===== src/rtl/xeng_ctrl_pkg.sv =====
// xeng_ctrl shared definitions: control register map,
// CTRL/STATUS bit positions and FSM state encodings.
package xeng_ctrl_pkg;

    localparam logic [1:0] REG_CTRL   = 2'd0;
    localparam logic [1:0] REG_CYCLES = 2'd1;
    localparam logic [1:0] REG_RUNS   = 2'd2;
    localparam logic [1:0] REG_ZERO   = 2'd3;

    localparam int CTRL_RUN = 0;
    localparam int CTRL_CLR = 1;

    localparam int ST_DONE = 0;
    localparam int ST_BUSY = 1;
    localparam int ST_PEND = 2;
    localparam int ST_OVF  = 3;

    typedef enum logic [1:0] {
        S_IDLE = 2'd0,
        S_ARM  = 2'd1,
        S_WAIT = 2'd2
    } state_e;

endpackage


===== src/rtl/xeng_ctrl_xsat_cnt.sv =====
// Saturating up-counter; clr loads 1 and wins over en.
module xsat_cnt #(
    parameter int CNT_W = 32
) (
    input  logic             clk,
    input  logic             rst,
    input  logic             clr,
    input  logic             en,
    output logic [CNT_W-1:0] q
);

    always_ff @(posedge clk or posedge rst) begin
        if (rst) begin
            q <= '0;
        end else if (clr) begin
            q <= CNT_W'(1);
        end else if (en && !(&q)) begin
            q <= q + 1'b1;
        end
    end

endmodule


===== src/rtl/xeng_ctrl.sv =====
// Host-facing engine controller: memory decode, control
// registers, run launch with one-deep queued request.
module xeng_ctrl
    import xeng_ctrl_pkg::*;
#(
    parameter int DATA_W     = 32,
    parameter int DATAPATH_W = 16,
    parameter int N_MEM      = 4,
    parameter int NMEM_W     = 2,
    parameter int MEM_ADDR_W = 10,
    parameter int N_DONE     = 4,
    parameter int CONF_W     = 256,
    parameter int CNT_W      = 32
) (
    input  logic                        clk,
    input  logic                        rst,
    input  logic                        valid,
    input  logic                        we,
    input  logic [NMEM_W+MEM_ADDR_W:0]  addr,
    input  logic [DATA_W-1:0]           rdata,
    output logic [DATA_W-1:0]           wdata,
    output logic [N_MEM-1:0]            mem_valid,
    input  logic [N_MEM*DATAPATH_W-1:0] mem_bus,
    input  logic [N_DONE-1:0]           unit_done,
    input  logic [CONF_W-1:0]           config_bus,
    output logic [CONF_W-1:0]           config_shadow,
    output logic                        run,
    output logic                        busy
);

    localparam int AW = NMEM_W + MEM_ADDR_W + 1;

    state_e              state_q, state_d;
    logic                run_q, run_d;
    logic                pend_q, pend_d;
    logic                ovf_q, ovf_d;
    logic [CONF_W-1:0]   stage_q, stage_d;
    logic [CONF_W-1:0]   shadow_q, shadow_d;
    logic [CNT_W-1:0]    cycles_q, cycles_d;
    logic [CNT_W-1:0]    runs_q, runs_d;
    logic [CNT_W-1:0]    cnt_q;
    logic                rd_q, ctl_q;
    logic [NMEM_W-1:0]   idx_q;
    logic [1:0]          reg_q;

    logic                ctrl_sp, ctrl_wr, run_req, clr_req;
    logic [NMEM_W-1:0]   idx;
    logic signed [DATAPATH_W-1:0] slice;
    logic [DATA_W-1:0]   status;
    logic                unused_bits;

    assign ctrl_sp = addr[AW-1];
    assign idx     = addr[AW-2 -: NMEM_W];
    assign ctrl_wr = valid & we & ctrl_sp & (addr[1:0] == REG_CTRL);
    assign run_req = ctrl_wr & rdata[CTRL_RUN];
    assign clr_req = ctrl_wr & rdata[CTRL_CLR];

    assign unused_bits = ^{addr[MEM_ADDR_W-1:2], rdata[DATA_W-1:2]};

    assign busy          = (state_q != S_IDLE) | pend_q;
    assign run           = run_q;
    assign config_shadow = shadow_q;

    always_comb begin
        mem_valid = '0;
        for (int j = 0; j < N_MEM; j++) begin
            mem_valid[j] = valid & ~ctrl_sp & (idx == NMEM_W'(j));
        end
    end

    // Clear is folded into pend_d/ovf_d first, so a run in the
    // same write sees the cleared state.
    always_comb begin
        state_d  = state_q;
        run_d    = 1'b0;
        pend_d   = pend_q & ~clr_req;
        ovf_d    = ovf_q & ~clr_req;
        stage_d  = stage_q;
        shadow_d = shadow_q;
        cycles_d = cycles_q;
        runs_d   = runs_q;
        if (run_req) begin
            if (pend_d) begin
                ovf_d = 1'b1;
            end else if (state_q == S_IDLE) begin
                run_d    = 1'b1;
                shadow_d = config_bus;
                state_d  = S_ARM;
            end else begin
                pend_d  = 1'b1;
                stage_d = config_bus;
            end
        end
        unique case (state_q)
            S_IDLE: begin
            end
            S_ARM: state_d = S_WAIT;
            S_WAIT: begin
                if (&unit_done) begin
                    cycles_d = cnt_q;
                    runs_d   = runs_q + 1'b1;
                    if (pend_d) begin
                        run_d    = 1'b1;
                        shadow_d = stage_d;
                        pend_d   = 1'b0;
                        state_d  = S_ARM;
                    end else begin
                        state_d = S_IDLE;
                    end
                end
            end
            default: state_d = S_IDLE;
        endcase
    end

    always_ff @(posedge clk or posedge rst) begin
        if (rst) begin
            state_q  <= S_IDLE;
            run_q    <= 1'b0;
            pend_q   <= 1'b0;
            ovf_q    <= 1'b0;
            stage_q  <= '0;
            shadow_q <= '0;
            cycles_q <= '0;
            runs_q   <= '0;
            rd_q     <= 1'b0;
            ctl_q    <= 1'b0;
            idx_q    <= '0;
            reg_q    <= '0;
        end else begin
            state_q  <= state_d;
            run_q    <= run_d;
            pend_q   <= pend_d;
            ovf_q    <= ovf_d;
            stage_q  <= stage_d;
            shadow_q <= shadow_d;
            cycles_q <= cycles_d;
            runs_q   <= runs_d;
            rd_q     <= valid & ~we;
            ctl_q    <= ctrl_sp;
            idx_q    <= idx;
            reg_q    <= addr[1:0];
        end
    end

    // Count is 1 in the pulse cycle, so CYCLES spans pulse..done.
    xsat_cnt #(.CNT_W(CNT_W)) u_cnt (
        .clk (clk),
        .rst (rst),
        .clr (run_d),
        .en  (state_q != S_IDLE),
        .q   (cnt_q)
    );

    always_comb begin
        slice = '0;
        for (int j = 0; j < N_MEM; j++) begin
            if (idx_q == NMEM_W'(j)) begin
                slice = mem_bus[(N_MEM-1-j)*DATAPATH_W +: DATAPATH_W];
            end
        end
    end

    always_comb begin
        status          = '0;
        status[ST_DONE] = ~busy;
        status[ST_BUSY] = busy;
        status[ST_PEND] = pend_q;
        status[ST_OVF]  = ovf_q;
        wdata           = '0;
        if (rd_q) begin
            if (ctl_q) begin
                unique case (reg_q)
                    REG_CTRL:   wdata = status;
                    REG_CYCLES: wdata = DATA_W'(cycles_q);
                    REG_RUNS:   wdata = DATA_W'(runs_q);
                    REG_ZERO:   wdata = '0;
                endcase
            end else begin
                wdata = DATA_W'(slice);
            end
        end
    end

endmodule


===== config.mk =====
export PLATFORM = sky130hd
export DESIGN_NAME = xeng_ctrl
export DESIGN_NICKNAME = d
export VERILOG_FILES = /design/src/rtl/xeng_ctrl_pkg.sv /design/src/rtl/xeng_ctrl_xsat_cnt.sv /design/src/rtl/xeng_ctrl.sv
export SDC_FILE = /design/constraint.sdc
export NUM_CORES = 1
export LEC_CHECK = 0
export BUFFER_PORTS_ARGS = -buffer_cell sky130_fd_sc_hd__buf_2
export CAP_MARGIN = 10
export CELL_PAD_IN_SITES_DETAIL_PLACEMENT = 0
export CELL_PAD_IN_SITES_GLOBAL_PLACEMENT = 1
export CORE_ASPECT_RATIO = 0.8
export CORE_MARGIN = 4
export CORE_UTILIZATION = 37
export CTS_CLUSTER_SIZE = 12
export DETAILED_ROUTE_END_ITERATION = 8
export GPL_TIMING_DRIVEN = 0
export HOLD_SLACK_MARGIN = 0.02
export PLACE_DENSITY_LB_ADDON = 0.05
export SETUP_SLACK_MARGIN = 0.3
export SYNTH_ARGS = -nofsm -noshare
export SYNTH_HDL_FRONTEND = slang
export SYNTH_SLANG_ARGS = --single-unit

===== constraint.sdc =====
create_clock -name clk -period 18.1 [get_ports clk]
set_input_delay 0.905 -clock clk [delete_from_list [all_inputs] [get_ports clk]]
set_output_delay 0.905 -clock clk [all_outputs]
set_load 0.1 [all_outputs]

==> Word level (Yosys, flattened, before mapping) <==
Cells that the tools add are included.
{ "totals": {"ff_bits": 619, "input_bits": 373, "word_cells": 93} }
{ "classes": {"eq_ne": 11, "add_sub_neg": 2, "n_reduce_logical": 12, "muxes": 37, "bitwise": 18} }
{ "ops": {"columns": ["operator", "count"], "rows": [
  ["$mux W256", 9],
  ["$mux W32", 4],
  ["$pmux W32 S4", 1],
  ["$add A32 B1 Y32 const B", 2],
  ["$mux W16", 4],
  ["$reduce_and A32 Y1", 1],
  ["$eq A2 B2 Y1 const B", 7],
  ["$mux W1", 14],
  ["$and A1 B1 Y1", 13],
  ["$logic_not A2 Y1", 5],
  ["$eq A2 B1 Y1 const B", 4],
  ["$mux W2", 4],
  ["$pmux W2 S3", 1],
  ["$reduce_and A5 Y1", 1],
  ["$not A1 Y1", 4],
  ["$reduce_and A4 Y1", 1],
  ["$reduce_bool A2 Y1", 2],
  ["$logic_and A1 B1 Y1", 1],
  ["$logic_not A1 Y1", 1],
  ["$or A1 B1 Y1", 1]
]} }

==> Logic depth before layout (Yosys ltp) <==
{ "depth": {"ltp_word": 12, "depth_mapped": 8} }

==> By module <==
A second synthesis with hierarchy kept.
{ "hier_totals": {"cells_unflattened": 1956, "hier_area_um2": 26974.6} }
{ "modules_own_cells": {"columns": ["mod", "instances", "area_per_inst_um2", "cells_each"], "rows": [
  ["xeng_ctrl", 1, 25084.1, 1760],
  ["xsat_cnt", 1, 1890.6, 196]
]} }

==> Least setup slack after synthesis <==
OpenSTA, ideal clock, no wires.
{ "synth_path": {"kind": "input to output", "start": "input port valid", "end": "output port mem_valid[0]", "path_slack_ns": 13.865, "n_path_buf": 0, "t_arrival_ns": 3.330, "cell_stages": 2, "cell_sequence": "nor2b_1 > nor3b_1"} }
{ "synth_between": {"elab_chain_cells": 2} }
{ "synth_lines": {"columns": ["element", "line_no", "rtl"], "rows": [
  ["from (decl)", "xeng_ctrl.sv:17", "input logic valid,"],
  ["$and A1 B1 Y1 (2 in a row)", "xeng_ctrl.sv:67", "mem_valid[j] = valid & ~ctrl_sp & (idx == NMEM_W'(j));"],
  ["to (decl)", "xeng_ctrl.sv:22", "output logic [N_MEM-1:0] mem_valid,"]
]} }
Every way passes these cells.

==> Worst setup path after layout <==
{ "layout_path": {"start": "register idx_q[0]", "end": "output port wdata[22]"} }
{ "layout_between": {"elab_chain_cells": 7, "elab_cells_between_ends": 10, "cone_classes": "eq/ne: 3; mux: 6; reduce/logical: 1"} }
{ "layout_lines": {"columns": ["element", "line_no", "rtl"], "rows": [
  ["from (decl)", "xeng_ctrl.sv:43", "logic [NMEM_W-1:0] idx_q;"],
  ["from (signal assigned)", "xeng_ctrl.sv:141", "idx_q <= idx;"],
  ["$logic_not A2 Y1", "xeng_ctrl.sv:158", "if (idx_q == NMEM_W'(j)) begin"],
  ["$mux W16 (3 in a row)", "xeng_ctrl.sv:158", null],
  ["$mux W16 (*)", "xeng_ctrl.sv:158", null],
  ["$mux W32 (*)", "xeng_ctrl.sv:172", "if (ctl_q) begin"],
  ["$mux W32 (*)", "xeng_ctrl.sv:171", "if (rd_q) begin"],
  ["to (decl)", "xeng_ctrl.sv:21", "output logic [DATA_W-1:0] wdata,"]
]} }
Mark *: on every way between the ends. The rest lies on a longest branch, timed or not.

==> metrics.md <==
| Metric | Value |
|---|---|
| Synth Register Bits | 619 |
| Pins Over Slew Limit | 0 |
| Sequential share of the synthesized area | 60.5% |
| Final Wtd Congestion | 0.863 |
| # IOs | 667 |
| H-tree lvl count | 3 |
| Endpoints failing hold | 0 |
| Post-Syn Nets | between 2000 and 3000 |
| WL met2 | between 40 and 50 mm |
| Distinct cells, synth | between 40 and 50 |
| Site Rows | 85 |
| Die area | 73500 um^2 |
| RSZ-0062 raised after global routing | no |
| Synth Area in Simple Gates | 11.6% |
| Total number of vias | 20020 |
| Setup TNS Final | 0 ns |
| Most common cell on crit path | clkbuf_1 |
| Initial antenna violation count | 24 |
| First-pass GRT wire length | 131 mm |
| WL final | 85.8 mm |
| Worst EP arrival | around 3.7 ns |
| Pre-antenna DRT Iters | 5 |
| Ys flop type | dfrtp_1 |
| Synth warn | 0 |
| Post-Synthesis Mean Instance Area | ~12 um^2 |
| Layout area overhead | 26.4% |
| Drt initial violations | 923 |
| TritonCTS clock tree | yes |
| Overflow after GRT | 0 |
| Drt wl/cell | 22.0 um |
| EDFF count, synth | 0 |
| CP Capture Type | output port |
| Cells along the critical path | clkbuf_1 > mux4_2 > o21ai_1 > clkbuf_1 > a21oi_1 > buf_2 |
| Clock root buffer master | clkbuf_16 |
| Fin Clk Skew | 0.0112 ns |
| Rel. slew slack | between 20 and 30% |
| Die W | between 300 and 400 um |
| Worst Hold Margin | 0.329 ns |
| Routed Antenna Nets | 0 |
| Least-Margin Pin Slew | ~1.1 ns |
| CTS Buffer Depth | 3 |
| DRC errors left | 0 |
| Compound-Gate Fraction of Synth Area | 9.62% |
| Setup CP Type | reg -> out |
| Startpoint types | flop |
| FILL cells | 6412 |
| Largest net degree at the start of global routing | 43 |
| Slowest stage cell, crit path | o21ai_1 |
| Vias in the first global route | about 21000 |
| Cts bufs inserted | 68 |
| Resized Gates After CTS | 0 |
| Top sig layer | met5 |
| Post-Synth Adder-Cell Area | 0.0977% |
| Crit-path leading delay family | buffers and inverters |
| Commonest non-fill, non-tap cell in the layout | buf_2 |
| Largest family of logic cells by synthesized area | multiplexers |
| Total power per unit cell area | 189 nW/um^2 |
| WP buf/inv | 3 |
| Total setup buffers inserted after CTS | 0 |
| Synthesized cell area | 25600 um^2 |
| Hold Crit Class | in -> async |
| Status | completed |
| Total track usage | 23.2% |
| CTS hold repair buffers | 0 |
| Synth Instances | ~2200 |
| Die height | ~240 um |
| Worst-path clk slew | approximately 0.060 ns |
| Max_cap viols | 0 |
| Clk sink count | 619 |
| Detailed Place HPWL | 65.8 mm |
| Crit-path max cell delay | 0.69 ns |
| Asr flop ratio synth | 100% |
| WP data required | 17.19 ns |
| Routed vias/inst | 5.13 |
| Max VDD drop | 0.116 mV |
| Lkg Pwr | roughly 16 nW |
| Mux contribution to synthesized area | 14.3% |
| Most frequent cells in the layout | buf_2 (675), dfrtp_1 (619), nor2_1 (545), mux2_2 (290), o22ai_1 (256) |
| XOR/XNOR share of the synthesized area | 1.20% |
| CP max FO | 10 |
| Wire length on met1 | approximately 36 mm |
| Peak Freq | 217 MHz |
| Clock latency on the worst-skew pair | 0.60 ns |
| I/O Buffers | 628 |
| Period minus WS final | 4.60 ns |
| Core area | 68000 um^2 |
| Finish-stage setup viols | 0 |
| Nets | 3306 |
| Initial core utilization | between 30% and 40% |
| Met3 wire length | 5.01 mm |
| Part of the cycle the worst path needs | 25.4% |
| Fraction of layout cells with a size suffix above 1 | 37.4% |
[synth_stat cells (3+ instances only)]
library cell  count  area, um^2
dfrtp_1         619       15500
or2_2             4        25.0
o21ai_0           8        40.0
o22ai_1         256        1600
o211ai_1          3        22.5
nor4_1            3        18.8
buf_2            47         235
a21oi_1          43         215
nor2_1          545        2050
o211a_1          15         150
mux2_2          290        3270
nand3_1          25         125
clkbuf_1         69         259
mux2i_1           3        30.0
inv_1            14        52.6
nor2b_1           7        43.8
or4_1            18         135
or3_1            12        75.1
nand2b_1          4        25.0
xor2_1           12         105
xnor2_1          23         201
o2111ai_1         3        26.3
buf_1            22        82.6
nand2_1          45         169
o31ai_1          18         135
a22oi_1          28         210
nand4_1          18         113
nor3_1            8        40.0
and4_1            5        43.8
buf_4            10        75.1
mux4_2           16         360
[routing by layer]
layer,up-vias,track usage [%]
met4,16,6.96
li1,9303,-
met5,-,0
met3,141,5.70
met2,433,38.8
met1,10127,29.9
[layout make-up]
cell class                      instances  area, um^2  area share (%)
Clock inverter                         14         124           0.383
Tap cell                              913        1140            3.53
Sequential cell                       619       15500            47.8
Clock buffer                           98        1960            6.04
Multi-Input combinational cell       1433        9420            29.1
Timing Repair Buffer                  647        3500            10.8
Buffer                                148         652            2.01
Antenna cell                           13        32.5           0.100
Inverter                               14        56.3           0.174
[stage by stage]
stage               std cells  power, mW  setup slack [ns]  cell area (um^2)  util (%)
finish                   3899       6.13             13.50             32400      47.6
global route             3894       6.39             13.22             32400      47.6
CTS                      3886       6.20             13.47             32300      47.6
detailed placement       3774       4.85             13.79             30300      44.5
global placement         3755       4.81              5.05             29900      44.0
floorplan                2214       4.28              8.75             25600         -
[path summary, 6_finish.rpt]
check                                 startpoint                      endpoint  slack [ns]  cells past startpoint
hold / removal                               rst  config_shadow[241]$_DFF_PP0_        0.33                      2
setup / recovery              idx_q[0]$_DFF_PP0_                     wdata[22]       13.50                      6
setup reg to reg                pend_q$_DFF_PP0_   config_shadow[25]$_DFF_PP0_       14.98                      7
max in group asynchronous                    rst         stage_q[82]$_DFF_PP0_       16.14                      7
hold reg to reg            runs_q[3]$_DFFE_PP0P_         runs_q[3]$_DFFE_PP0P_        0.49                      1
min in group clk                         addr[0]            reg_q[0]$_DFF_PP0_        0.46                      1
[logic make-up after synthesis]
group	count (synthesis)
muxes	309
adders and majority gates	2
xor gates and xnor gates	35
buffers and inverters	162
AOI/OAI and AO/OA	382
DFF	619
and+or+nand+nor	705
[registers in the layout, indices dropped and copies added (netlist names)]
signal	count
config_shadow	256
stage_q	256
cycles_q	32
runs_q	32
u_cnt.q	32
idx_q	2
reg_q	2
state_q	2
ctl_q	1
ovf_q	1
pend_q	1
rd_q	1
run	1
[power by group]
| part | internal [mW] | switching (mW) | total, mW | leakage, nW |
|---|---|---|---|---|
| clock network | 0.764 | 0.561 | 1.33 | 1.02 |
| logic | 0.473 | 2.32 | 2.79 | 6.92 |
| registers | 1.79 | 0.225 | 2.01 | 7.89 |
| total | 3.02 | 3.11 | 6.13 | 15.8 |
Note: power is estimated with default switching activity, not from simulation.
